[config.mk]
export PLATFORM = sky130hd
export DESIGN_NAME = pulse_train_gen
export DESIGN_NICKNAME = d
export VERILOG_FILES = /design/src/rtl/pulse_train_gen.sv
export SDC_FILE = /design/constraint.sdc
export NUM_CORES = 1
export LEC_CHECK = 0
export ABC_AREA = 1
export CORE_ASPECT_RATIO = 1.5
export CORE_MARGIN = 5
export CORE_UTILIZATION = 40
export CTS_BUF_LIST = sky130_fd_sc_hd__clkbuf_8 sky130_fd_sc_hd__clkbuf_16
export CTS_CLUSTER_SIZE = 12
export DETAILED_ROUTE_END_ITERATION = 6
export GPL_TIMING_DRIVEN = 0
export HOLD_SLACK_MARGIN = 0.15
export MAX_ROUTING_LAYER = met4
export PLACE_DENSITY = 0.76
export SETUP_SLACK_MARGIN = 0.05
export SLEW_MARGIN = 25
export SYNTH_ARGS = -nofsm -noshare
export SYNTH_HDL_FRONTEND = slang
export SYNTH_SLANG_ARGS = --single-unit
export TNS_END_PERCENT = 20
[constraint.sdc]
create_clock -name clk -period 1 [get_ports clk]
set_input_delay 0.25 -clock clk [delete_from_list [all_inputs] [get_ports clk]]
set_output_delay 0.25 -clock clk [all_outputs]
set_load 0.03 [all_outputs]
[src/rtl/pulse_train_gen.sv]
// pulse_train_gen
//
// Sending end of the single-wire pulse-count interface used by the mod-4
// pulse-counting FSMs. A start request launches a burst of `count`
// single-cycle pulses on x_out, separated by `gap` idle cycles, and ends
// with a one-cycle done strobe. Alongside, a receiver-side model tracks
// how many pulses have gone out (mod 4) and what the detector should say.
//
// Parameters:
//   CNT_W     width of count (up to 2^CNT_W-1 pulses per burst)
//   GAP_W     width of gap (idle cycles between pulses)
// Ports:
//   clk       clock, rising edge
//   rst       asynchronous active-high reset
//   start     burst request, only honoured while idle
//   count     pulses in the burst, latched with an accepted start
//   gap       idle cycles between pulses, latched with an accepted start
//   phase_clr synchronous clear of the phase model (wins over a pulse)
//   x_out     serial pulse output
//   busy      high whenever a burst (including its done cycle) is active
//   done      one-cycle completion strobe
//   phase     pulses sent since the last clear, mod 4
//   y_exp     expected detector output, high when phase is 3
module pulse_train_gen #(
  parameter int CNT_W = 4,
  parameter int GAP_W = 4
) (
  input  logic             clk,
  input  logic             rst,
  input  logic             start,
  input  logic [CNT_W-1:0] count,
  input  logic [GAP_W-1:0] gap,
  input  logic             phase_clr,
  output logic             x_out,
  output logic             busy,
  output logic             done,
  output logic [1:0]       phase,
  output logic             y_exp
);

  typedef enum logic [1:0] {
    IDLE  = 2'd0,
    PULSE = 2'd1,
    GAP   = 2'd2,
    DONE  = 2'd3
  } state_t;

  state_t           state_q, state_d;
  logic [CNT_W-1:0] rem_q, rem_d;
  logic [GAP_W-1:0] gap_q, gap_d;
  logic [GAP_W-1:0] gcnt_q, gcnt_d;
  logic [1:0]       phase_q, phase_d;
  logic             x_out_q, busy_q, done_q, y_exp_q;

  // Next-state logic. rem holds the pulses still to send including the one
  // currently on the wire, so rem==1 in PULSE means this is the last pulse.
  // gcnt is loaded with the full gap and counts down to 1, giving exactly
  // `gap` idle cycles before the next pulse.
  always_comb begin
    state_d = state_q;
    rem_d   = rem_q;
    gap_d   = gap_q;
    gcnt_d  = gcnt_q;
    unique case (state_q)
      IDLE: begin
        if (start) begin
          rem_d   = count;
          gap_d   = gap;
          state_d = (count != '0) ? PULSE : DONE;
        end
      end
      PULSE: begin
        rem_d = rem_q - CNT_W'(1);
        if (rem_q == CNT_W'(1)) begin
          state_d = DONE;
        end else if (gap_q == '0) begin
          state_d = PULSE;
        end else begin
          gcnt_d  = gap_q;
          state_d = GAP;
        end
      end
      GAP: begin
        gcnt_d = gcnt_q - GAP_W'(1);
        if (gcnt_q == GAP_W'(1)) begin
          state_d = PULSE;
        end
      end
      DONE: begin
        state_d = IDLE;
      end
      default: begin
        state_d = IDLE;
      end
    endcase
  end

  // Phase model: counts each cycle x_out was high. A clear in the same
  // cycle as a pulse swallows that pulse.
  always_comb begin
    phase_d = phase_q;
    if (phase_clr) begin
      phase_d = 2'd0;
    end else if (x_out_q) begin
      phase_d = phase_q + 2'd1;
    end
  end

  // All state and the outputs decoded from the next state, so every output
  // comes straight from a flop.
  always_ff @(posedge clk or posedge rst) begin
    if (rst) begin
      state_q <= IDLE;
      rem_q   <= '0;
      gap_q   <= '0;
      gcnt_q  <= '0;
      phase_q <= 2'd0;
      x_out_q <= 1'b0;
      busy_q  <= 1'b0;
      done_q  <= 1'b0;
      y_exp_q <= 1'b0;
    end else begin
      state_q <= state_d;
      rem_q   <= rem_d;
      gap_q   <= gap_d;
      gcnt_q  <= gcnt_d;
      phase_q <= phase_d;
      x_out_q <= (state_d == PULSE);
      busy_q  <= (state_d != IDLE);
      done_q  <= (state_d == DONE);
      y_exp_q <= (phase_d == 2'd3);
    end
  end

  assign x_out = x_out_q;
  assign busy  = busy_q;
  assign done  = done_q;
  assign phase = phase_q;
  assign y_exp = y_exp_q;

endmodule
Word-level counts from Yosys, hierarchy flattened
Cells that the tools add are included.
- add/subtract/negate cells: 3
- equality and inequality tests: 11
- multiplexer cells: 13
- reductions and logical operators: 9
- operators by type and width (operator ; number):
    $pmux 4 s2 ; 2
    $mux 2 ; 7
    $mux 4 ; 3
    $eq 2x2->1 const B ; 4
    $eq 4x1->1 const B ; 2
    $pmux 2 s4 ; 1
    $sub 4x1->4 const B ; 2
    $ne 2x2->1 const B ; 3
    $reduce_bool 2->1 ; 3
    $eq 2x1->1 const B ; 2
    $logic_not 4->1 ; 1
    $reduce_and 2->1 ; 2
    $reduce_bool 4->1 ; 1
    $reduce_and 3->1 ; 1
    $add 2x1->2 const B ; 1
    $logic_not 2->1 ; 1
- flip-flop bits (word level): 20
- output and inout port bits: 6

Depth between registers and ports, before layout
Gate-level depths: netlist (run 1).
- depth in word-level cells: 5
- depth in mapped cells: 8

Least setup slack after synthesis (run 1)
Ideal clock, no wire load.
- path type: register to register
- start point: register rem_q[0]
- end point: register done_q, in the netlist done
- setup time: 0.113 ns
- data arrival time: 0.995 ns
- required time: 0.887 ns
- setup slack: -0.108 ns
- cell stages (with the launch flop): 8
- path buffers: 0
- path through: dfrtp_1 -> ha_1 -> nand2_1 -> nand3_1 -> nand2_1 -> nand3_2 -> nand2_1 -> inv_1
- longest elaborated chain between the ends: 4
- RTL lines (element ; line ; RTL):
    start: declaration ; 49 ; logic [CNT_W-1:0] rem_q, rem_d;
    start signal: assignment ; 124 ; rem_q <= rem_d;
    $eq 4x1->1 ; 74 ; if (rem_q == CNT_W'(1)) begin
    $mux 2 ; 74 ;
    $pmux 2 s4 ; 64 ; unique case (state_q)
    named net state_d[1] ; 48 ; state_t state_q, state_d;
    $eq 2x2->1 ; 130 ; done_q <= (state_d == DONE);
    end signal: assignment ; 130 ;
    end: declaration ; 53 ; logic x_out_q, busy_q, done_q, y_exp_q;
The timed path passes the listed nets, and every way through them passes these cells.
A chain may end at the register's enable or synchronous reset.

Final worst setup path (run 1)
- start point: register gcnt_q[0]
- end point: register busy_q, in the netlist busy
- longest elaborated chain between the ends: 4
- RTL lines (element ; line ; RTL):
    start: declaration ; 51 ; logic [GAP_W-1:0] gcnt_q, gcnt_d;
    start signal: assignment ; 126 ; gcnt_q <= gcnt_d;
    $eq 4x1->1 ; 85 ; if (gcnt_q == GAP_W'(1)) begin
    $mux 2 ; 85 ;
    $pmux 2 s4 ; 64 ;
    $reduce_bool 2->1 ; 129 ; busy_q <= (state_d != IDLE);
    end signal: assignment ; 129 ;
    end: declaration ; 53 ;
No other way between the ends.

==> results of run 1 <==
-- layout by cell type, fill, tap and decap left out, types with 3 or more instances in the layout --
cell | synthesis | routed
sky130_fd_sc_hd__inv_2 | 6 | 10
sky130_fd_sc_hd__nor2_2 | 1 | 4
sky130_fd_sc_hd__nand3_2 | 3 | 5
sky130_fd_sc_hd__nand3_1 | 13 | 10
sky130_fd_sc_hd__buf_6 | 0 | 6
sky130_fd_sc_hd__inv_1 | 12 | 6
sky130_fd_sc_hd__clkdlybuf4s50_1 | 0 | 11
sky130_fd_sc_hd__nand2_2 | 2 | 7
sky130_fd_sc_hd__dfrtp_1 | 20 | 19
sky130_fd_sc_hd__buf_4 | 0 | 10
sky130_fd_sc_hd__nand3_4 | 2 | 3
sky130_fd_sc_hd__clkbuf_8 | 0 | 4
sky130_fd_sc_hd__nand2_1 | 37 | 31
sky130_fd_sc_hd__o21ai_1 | 4 | 7
sky130_fd_sc_hd__nor2_1 | 10 | 7
-- what timing repair did --
action | 4_1_cts | 5_1_grt
setup endpoints to repair | 43 | 25
resized for setup | 56 | 4
pin swaps | 3 | 2
setup buffers | 7 | 3
-- final cells by class --
| class | instances | area (um^2) | share of cell area |
|---|---|---|---|
| multi-input combinational | 91 | 567 | 0.379 |
| sequential | 20 | 502 | 0.335 |
| timing repair buffer | 27 | 253 | 0.169 |
| inverter | 18 | 73.8 | 0.0493 |
| clock buffer | 4 | 55.1 | 0.0368 |
| tap | 37 | 46.3 | 0.0309 |
-- worst max path at each step --
stage                     startpoint   endpoint  slack, ns
after CTS                  gcnt_q[0]  gcnt_q[1]      -0.12
after global placement         start       done      -0.40
after global routing       gcnt_q[1]       done      -0.24
final                      gcnt_q[0]       busy      -0.17
after floorplan             rem_q[0]       done      -0.04
after detailed placement       start       done      -0.40
-- critical path: stages (launching register included) --
cell and delay, ns:
sky130_fd_sc_hd__dfrtp_1 0.43, sky130_fd_sc_hd__ha_2 0.21, sky130_fd_sc_hd__nand2_1 0.10, sky130_fd_sc_hd__nand3_2 0.11, sky130_fd_sc_hd__and2_1 0.19, sky130_fd_sc_hd__nand2_1 0.06
-- stage by stage --
step | area [um^2] | hold WS (ns) | setup TNS, ns | instances | util
floorplan | 1090 | 0.214 | -0.160 | 129 | -
global placement | 1310 | 0.496 | -9.87 | 183 | 0.500
detailed placement | 1310 | 0.518 | -10.35 | 183 | 0.500
CTS | 1460 | 0.355 | -1.60 | 194 | 0.557
global route | 1500 | 0.383 | -3.07 | 197 | 0.571
finish | 1500 | 0.343 | -1.66 | 197 | 0.571
-- kinds of logic (layout without fill, tap and decap cells) --
| family | count (synthesis) | after routing | share of synthesized area |
|---|---|---|---|
| adder cells (fa/ha/maj) | 4 | 4 | 0.0471 |
| buffers and inverters | 18 | 49 | 0.0635 |
| flip-flops | 20 | 20 | 0.471 |
| AO/OA/AOI/OAI | 11 | 11 | 0.0588 |
| AND/OR/NAND/NOR | 76 | 76 | 0.360 |
-- per-layer routing --
metal,vias up,routed length [um],part of all wire,GRT usage
met3,15,88,0.034,0.0225
li1,477,-,-,-
met2,34,1440,0.55,0.280
met1,477,923,0.35,0.146
met4,0,155,0.059,0.128
met5,-,0,0,-
-- power breakdown --
group          leakage, nW  internal (mW)  switching [mW]  total [mW]
logic                0.441           1.03            1.45        2.48
registers            0.250           1.16           0.326        1.49
clock network       0.0288          0.351           0.279       0.630
total                0.720           2.54            2.06        4.60
-- sequential cells by signal, summed over array words and instances, names as in the netlist --
name / cells
state_q: 2
gap_q: 4
gcnt_q: 4
phase: 2
x_out: 1
rem_q: 4
y_exp: 1
done: 1
busy: 1
==> run_results.csv, run 1 <==
group,metric,value,unit
critical_path,critPathKind,"flop to flop",
synth,post_synth_instance_area,1060,um^2
critical_path,critPathMaxFanout,4,
synth,synthMostInstantiatedCell,"sky130_fd_sc_hd__nand2_1",
grt,globalRoute.totalOverflow,0,
synth,number_of_standard_cells_after_synthesis,129,
sta,final_cycle_utilization_of_the_critical_path,1.17,
synth,synth_seq_cells,20,
place,place_worst_setup_slack,-0.400,ns
die,rows,23,
die,design.portCount,18,
synth,synth_edf_count,0,
detailed_routing,first_pass_iters,4,
synth,ys_seq_area_frac,0.471,
detailed_routing,routed_wirelength,2.61,mm
power,total_power,4.60,mW
detailed_routing,avgRoutedWirePerCell,13.2,um
critical_path,timing.reg2reg.worst_path_depth,5,
detailed_routing,via_per_inst,5.09,
grt,antenna_violations_before_repair,0,
sta,setup_ws,-0.170,ns
critical_path,worstSetupEndpointType,"flop",
grt,grt_start_max_net_pins,21,
place,hpwl,1.79,mm
grt,grt_pass1_vias,1093,
die,chipWidth,52.1,um
critical_path,timing.critical_path.arrival,1.37,ns
die,floorplan.core_area,2620,um^2
final_layout,design.final.nets,177,
sta,maxSlewViolCount,0,
synth,postSynth.asyncResetShare,1.00,
clocking,cts_root_buf,"sky130_fd_sc_hd__clkbuf_8",
sta,rsz0062_at_grt,"yes",
clocking,cts_max_level,1,
die,die_height,73.2,um
synth,synth_warnings,0,
detailed_routing,initialDrtViolationCount,28,
clocking,clk_transition_reported_paths,0.08,ns
sta,max_slew.worst_pin.slew,0.443,ns
synth,synth.area.top_cells,"sky130_fd_sc_hd__dfrtp_1 (47%), sky130_fd_sc_hd__nand2_1 (13%), sky130_fd_sc_hd__nand3_1 (6.1%)",
critical_path,crit_path_required_time,1.20,ns
synth,synth_largest_type_area_fraction,0.471,
final_layout,drive_gt1_frac,0.363,
critical_path,r2r_setup_slack,-0.17,ns
power,cell_pwr_density,3070,nW/um^2
sta,min_period,1.17,ns
sta,fmax,0.855,GHz
clocking,max-clock-path-buffers,2,
job,cap_viol_max_count,0,
sta,slew-limit-headroom,0.704,
grt,track_usage,0.159,
min_path,hp-class,"input port to asynchronous set/reset pin",
place,io_buffer_count,17,
final_layout,antennaDiodeCount,0,
final_layout,areaGrowthSynthToFinish,40.7,%
clocking,tritoncts.num_buffers,3,
detailed_routing,antenna_left,0,
critical_path,worstSetupStartpointType,"flop",
critical_path,crit-reg2reg-capture,"busy",
synth,synth_largest_area_cell,"sky130_fd_sc_hd__dfrtp_1",
clocking,cts-hold-fix-buffers,0,
power,peakVddDrop,1.81,mV
synth,synth_nets,145,
sta,timing.final.setup_violations,23,
synth,synthFlopType,"sky130_fd_sc_hd__dfrtp_1",
synth,ys_types,21,
grt,grt_first_pass_wirelength,4.34,mm
die,fp.dieArea,3810,um^2
clocking,clock_tree_from_tritoncts,"done",
clocking,clk_latency,0.26,ns
place,routabilityCongestion,0.813,
sta,worst_clock_skew,0.00612,ns
run_status,violated_checks,"setup timing",
detailed_routing,drc_errors,0,
detailed_routing,vias,1003,
synth,yosys-top-cells-count,"sky130_fd_sc_hd__nand2_1 (37), sky130_fd_sc_hd__dfrtp_1 (20), sky130_fd_sc_hd__nand3_1 (13)",
final_layout,final.fill_count,252,
sta,finalHoldViolations,0,
run_status,outcome,"complete, but fails checks",
clocking,cts_sinks,20,
die,initial_core_util,0.406,
synth,per_instance_average_area_after_synthesis,8.24,um^2
power,p_leak,0.720,nW
critical_path,worstReg2RegStart,"gcnt_q[0]",
Note: power is estimated with default switching activity, not from simulation.
==> inputs of run 2 (changes only) <==
CAP_MARGIN = 10   (was not set)
==> results of run 2 <==
The final DEF is identical to that of run 1; final timing and power are the same.
